$ cat config.mk
export PLATFORM = sky130hd
export DESIGN_NAME = uart_word_tx
export DESIGN_NICKNAME = d
export VERILOG_FILES = /design/src/rtl/uart_word_tx.sv
export SDC_FILE = /design/constraint.sdc
export NUM_CORES = 1
export LEC_CHECK = 0
export CORE_ASPECT_RATIO = 2
export CORE_MARGIN = 1.5
export CORE_UTILIZATION = 46
export DETAILED_ROUTE_END_ITERATION = 10
export GPL_TIMING_DRIVEN = 0
export PLACE_DENSITY = 0.78
export SETUP_SLACK_MARGIN = 0.15
export SLEW_MARGIN = 20
export SYNTH_ARGS = -nofsm -noshare
export SYNTH_HDL_FRONTEND = slang
export SYNTH_SLANG_ARGS = --single-unit
$ cat constraint.sdc
create_clock -name clk -period 2.1 [get_ports clk]
set_input_delay 0.63 -clock clk [delete_from_list [all_inputs] [get_ports clk]]
set_output_delay 0.63 -clock clk [all_outputs]
set_load 0.005 [all_outputs]
$ cat src/rtl/uart_word_tx.sv
// 8N1 UART transmitter that sends NUM_BYTES of a 32-bit word, LSB byte first.
// Optional even parity bit per byte when UART_TX_PARITY_EN is defined.
module uart_word_tx #(
  parameter int unsigned CLKS_PER_BIT = 234,
  parameter int unsigned NUM_BYTES    = 1
) (
  input  logic        clk,
  input  logic        rst,
  input  logic        start,
  input  logic [31:0] data,
  output logic        tx,
  output logic        busy,
  output logic        done
);

  localparam int unsigned DATA_W = 32;
  localparam int unsigned BAUD_W = $clog2(CLKS_PER_BIT) + 1;
  localparam int unsigned BIT_W  = 3;
  localparam int unsigned BYTE_W = 2;

  if (CLKS_PER_BIT < 2 || NUM_BYTES < 1 || NUM_BYTES > 4) begin : g_param_check
    $error("uart_word_tx: illegal CLKS_PER_BIT or NUM_BYTES");
  end

`ifdef UART_TX_PARITY_EN
  typedef enum logic [2:0] {S_IDLE, S_START, S_DATA, S_PARITY, S_STOP} state_t;
`else
  typedef enum logic [1:0] {S_IDLE, S_START, S_DATA, S_STOP} state_t;
`endif

  state_t              r_state, w_state_n;
  logic [BAUD_W-1:0]   r_baud, w_baud_n;
  logic [BIT_W-1:0]    r_bit, w_bit_n;
  logic [BYTE_W-1:0]   r_byte, w_byte_n;
  logic [DATA_W-1:0]   r_shift, w_shift_n;
  logic                r_tx, w_tx_n;
  logic                r_busy, w_busy_n;
  logic                r_done, w_done_n;
  logic                w_last_tick;
`ifdef UART_TX_PARITY_EN
  logic                r_par, w_par_n;
`endif

  assign w_last_tick = (r_baud == BAUD_W'(CLKS_PER_BIT - 1));

  // Next-state and next-output logic; tx/busy/done are registered from these.
  always_comb begin
    w_state_n = r_state;
    w_baud_n  = r_baud;
    w_bit_n   = r_bit;
    w_byte_n  = r_byte;
    w_shift_n = r_shift;
    w_tx_n    = r_tx;
    w_busy_n  = r_busy;
    w_done_n  = 1'b0;
`ifdef UART_TX_PARITY_EN
    w_par_n   = r_par;
`endif
    if (r_state != S_IDLE) begin
      w_baud_n = w_last_tick ? '0 : r_baud + BAUD_W'(1);
    end
    case (r_state)
      S_IDLE: begin
        if (start) begin
          w_state_n = S_START;
          w_shift_n = data;
          w_baud_n  = '0;
          w_bit_n   = '0;
          w_byte_n  = '0;
          w_tx_n    = 1'b0;
          w_busy_n  = 1'b1;
`ifdef UART_TX_PARITY_EN
          w_par_n   = ^data[7:0];
`endif
        end
      end
      S_START: begin
        if (w_last_tick) begin
          w_state_n = S_DATA;
          w_bit_n   = '0;
          w_tx_n    = r_shift[0];
        end
      end
      S_DATA: begin
        if (w_last_tick) begin
          w_shift_n = r_shift >> 1;
          if (r_bit == BIT_W'(7)) begin
`ifdef UART_TX_PARITY_EN
            w_state_n = S_PARITY;
            w_tx_n    = r_par;
`else
            w_state_n = S_STOP;
            w_tx_n    = 1'b1;
`endif
          end else begin
            w_bit_n = r_bit + BIT_W'(1);
            w_tx_n  = r_shift[1];
          end
        end
      end
`ifdef UART_TX_PARITY_EN
      S_PARITY: begin
        if (w_last_tick) begin
          w_state_n = S_STOP;
          w_tx_n    = 1'b1;
        end
      end
`endif
      S_STOP: begin
        if (w_last_tick) begin
          if (r_byte == BYTE_W'(NUM_BYTES - 1)) begin
            w_state_n = S_IDLE;
            w_tx_n    = 1'b1;
            w_busy_n  = 1'b0;
            w_done_n  = 1'b1;
          end else begin
            // Next byte already sits in the low 8 bits after eight shifts.
            w_state_n = S_START;
            w_byte_n  = r_byte + BYTE_W'(1);
            w_tx_n    = 1'b0;
`ifdef UART_TX_PARITY_EN
            w_par_n   = ^r_shift[7:0];
`endif
          end
        end
      end
      default: begin
        w_state_n = S_IDLE;
      end
    endcase
  end

  always_ff @(posedge clk or posedge rst) begin
    if (rst) begin
      r_state <= S_IDLE;
      r_baud  <= '0;
      r_bit   <= '0;
      r_byte  <= '0;
      r_shift <= '0;
      r_tx    <= 1'b1;
      r_busy  <= 1'b0;
      r_done  <= 1'b0;
`ifdef UART_TX_PARITY_EN
      r_par   <= 1'b0;
`endif
    end else begin
      r_state <= w_state_n;
      r_baud  <= w_baud_n;
      r_bit   <= w_bit_n;
      r_byte  <= w_byte_n;
      r_shift <= w_shift_n;
      r_tx    <= w_tx_n;
      r_busy  <= w_busy_n;
      r_done  <= w_done_n;
`ifdef UART_TX_PARITY_EN
      r_par   <= w_par_n;
`endif
    end
  end

  assign tx   = r_tx;
  assign busy = r_busy;
  assign done = r_done;

endmodule
==> flow_summary_export.csv, run 1 <==
group,metric,value,unit
clock_network,cts.clk_slew.worst_paths,0.07,ns
routing,routed_wl,6.010,mm
clock_network,clock_latency,0.29,ns
logic_synthesis,synth_seq_cells,51,
clock_network,numCtsBuffers,5,
setup_path,r2r_cells,8,
finish,drive_above_1_share,0.1582,
setup_path,worstSetupStartpointType,"flip-flop",
floorplanning,placementRows,39,
clock_network,h-tree-depth,2,
finish,nets,340,
floorplanning,core_area,0.005660,mm²
placed_design,gp_congestion,0.8215,
setup_path,endpoint_kind,"flip-flop",
power_and_ir_drop,peakVddDrop,1.135,mV
logic_synthesis,netlist_instances,241,
clock_network,clockBufferDepth,2,
timing,fin_ws,0.2367,ns
power_and_ir_drop,p_leak,1.418,nW
timing,setup_viol,0,
power_and_ir_drop,pwr-share-seq,0.358,
routing,vias,2134,
power_and_ir_drop,combPwrFrac,0.411,
routing,via_per_inst,5.961,
min_path,hold_path_depth,2,
setup_path,critPathArrivalTime,2.04,ns
logic_synthesis,ys.warnings.count,0,
floorplanning,die_w,56.92,µm
finish,num_antenna_cells,0,
finish,syn_to_final_growth,30.07,%
run,maxCapViolations,0,
finish,multi_input_area,0.001297,mm²
grt,overflow,0,
grt,grt_pass1_wl,10.05,mm
timing,worstMarginPinSlew,0.5081,ns
setup_path,cp_max_fo,8,
finish,fin_cells,358,
routing,drc_errors,0,
setup_path,required,2.28,ns
timing,fmax,0.5367,GHz
power_and_ir_drop,switching_share,0.3232,
placed_design,dp_cells,340,
clock_network,cts_hold_buf,0,
floorplanning,dieHeight,110.8,µm
finish,regArea,0.001279,mm²
timing,post-route-period-util,0.8873,
finish,post-route-util,0.6147,
routing,ant_nets,0,
grt,grt_max_degree,30,
logic_synthesis,syn_nets,285,
routing,drtIter0Drc,104,
timing,slew_viol_final,0,
placed_design,place_ws,-0.5744,ns
logic_synthesis,synth_flop_cell,"dfrtp_1",
clock_network,clockRootBuffer,"clkbuf_16",
timing,rsz0062_at_grt,"true",
timing,hold_viol,0,
routing,drt-pass1-iter-count,4,
grt,grt_pass1_vias,2239,
power_and_ir_drop,p_int,3.062,mW
floorplanning,num_io_pins,38,
placed_design,io_buffers,37,
logic_synthesis,syn_area_per_cell,11.10,µm²
setup_path,reg2reg_slack,0.24,ns
power_and_ir_drop,p_switching,1.462,mW
grt,grt_usage,0.1967,
power_and_ir_drop,powerDensity,1300,mW/mm²
floorplanning,dieArea,0.006309,mm²
grt,antenna_found_initial,0,
timing,skew,0.006888,ns
timing,whs,0.5295,ns
min_path,holdCritPathClass,"flip-flop to flip-flop",
run_status,status,"finished, final reports clean",
finish,fillers,457,
logic_synthesis,synth_cell_type_count,46,
setup_path,path_class,"flip-flop to flip-flop",
power_and_ir_drop,pwr-share-clk,0.231,
logic_synthesis,synth_area,0.002675,mm²
timing,slew_headroom,0.6608,
floorplanning,initial_core_util,0.4726,
logic_synthesis,async_flop_share,1.000,
clock_network,cts_tree,"yes",
placed_design,dp_hpwl,4.131,mm
logic_synthesis,synth-edff-count,0,
power_and_ir_drop,total_power,4.524,mW
routing,drt-wirelength-per-cell,16.79,µm
logic_synthesis,ys_seq_area_frac,0.4775,
timing,finalCriticalPeriod,1.863,ns
clock_network,clock_sinks,51,
[registers in the layout (all words and copies together), names as in the netlist]
signal,cells
done,1
busy,1
r_bit,3
r_baud,9
r_state,2
r_shift,32
tx,1
r_byte,2
[cell usage after synthesis (all sizes together) (2+ instances only)]
cell type  count  area, µm²
nand2         14      52.55
nand3          8      52.55
o221a         32      360.3
o21a           2      15.01
nor3           2      10.01
o21ai         12      60.05
a211oi         2      15.01
nor2           6      22.52
nand2b        28      175.2
a21oi          7      35.03
or3            3      18.77
or2b           4      30.03
mux2i          2      20.02
mux2           2      22.52
ha             9      112.6
inv           13      48.80
a22o           3      26.28
nor2b          2      12.51
o31ai          3      22.52
clkbuf        11      46.29
buf            5      56.30
o22ai          2      12.51
o32ai          2      17.52
dfrtp         50       1251
[cells by family after synthesis]
kind of cell,Yosys count,share of synthesized area
muxes,4,0.01590
AOI/OAI and AO/OA,73,0.2395
and+or+nand+nor,74,0.1651
DFF,51,0.4776
xor gates and xnor gates,1,0.003275
buffers and inverters,29,0.05659
adders and majority gates,9,0.04210
[critical path, stage by stage, from the launching register on]
cell and delay [ns]:
dfrtp_1 0.42, inv_2 0.13, ha_4 0.20, nand2b_1 0.06
clkbuf_4 0.19, a41oi_4 0.21, clkbuf_8 0.20, or2b_1 0.22
o221a_1 0.12
[power by group through the flow]
stage	registers, mW	logic (mW)	clock network [mW]
after detailed placement	1.62	1.68	0
final	1.62	1.86	1.05
after global placement	1.61	1.63	0
after global routing	1.67	2.06	1.10
after floorplan	1.55	1.32	0
after CTS	1.62	1.81	1.07
[cells in the final DEF (no fill, tap or decap), types with 2 or more instances in the layout]
cell type        Yosys  routed
mux2i_1              2       2
buf_6                5       6
o31ai_1              3       3
o22ai_1              2       2
nand2b_1            28      28
nand3_1              7       7
nand2_1             14      14
nor2b_1              2       2
clkdlybuf4s50_1      0      35
dfrtp_1             50      49
clkbuf_16            0       5
a22o_1               3       3
clkbuf_2             1       2
mux2_2               2       2
nor2_1               6       6
o221a_2              2       2
clkbuf_1             9       6
or2b_1               4       4
a21oi_1              7       7
o21ai_0             11      11
buf_4                0       9
nor3_1               2       2
or3_1                3       3
bufinv_16            0       2
ha_1                 9       7
inv_1               13       9
a211oi_1             2       2
o221a_1             30      30
inv_2                0       4
ha_4                 0       2
[through the flow]
| step | area [µm²] | setup TNS (ns) |
|---|---|---|
| after global routing | 3480 | 0 |
| after floorplan | 2675 | 0 |
| after global placement | 3122 | -49.41 |
| after CTS | 3431 | 0 |
| final | 3480 | 0 |
| after detailed placement | 3142 | -14.41 |
[timing repair]
item / in CTS / in global routing
cloned: 0 / 1
resized for setup: 16 / 6
setup endpoints to repair: 32 / 33
pin swaps: 2 / 2
buffers inserted: 5 / 4
[routing by layer]
metal	wire length [µm]	up-vias	GRT usage
li1	-	1006	-
met1	2420	1062	0.2261
met2	3259	54	0.3487
met3	198	12	0.03151
met4	131	0	0.08372
met5	0	-	0
[cell type report]
class,instances,area share
Timing Repair Buffer,48,0.1334
Sequential cell,51,0.3675
Buffer,16,0.03488
Multi-Input combinational cell,161,0.3729
Inverter,13,0.01402
Tap cell,61,0.02193
Clock buffer,5,0.03596
Clock inverter,3,0.01942
[path summary, 6_finish.rpt]
check	start	endpoint
setup / recovery	r_state[0]	r_shift[28]
hold / removal	r_byte[1]	r_byte[1]
setup reg to reg	r_state[0]	r_shift[28]
hold reg to reg	r_byte[1]	r_byte[1]
max in group asynchronous	rst	tx
min in group asynchronous	rst	r_shift[15]
No activity file was read; power rests on OpenSTA's default activity.
==> inputs of run 2 (changes only) <==
CTS_CLUSTER_DIAMETER = 200   (was not set)
==> results of run 2 <==
Same layout as run 1: the final DEF is identical, and so are final timing and power.
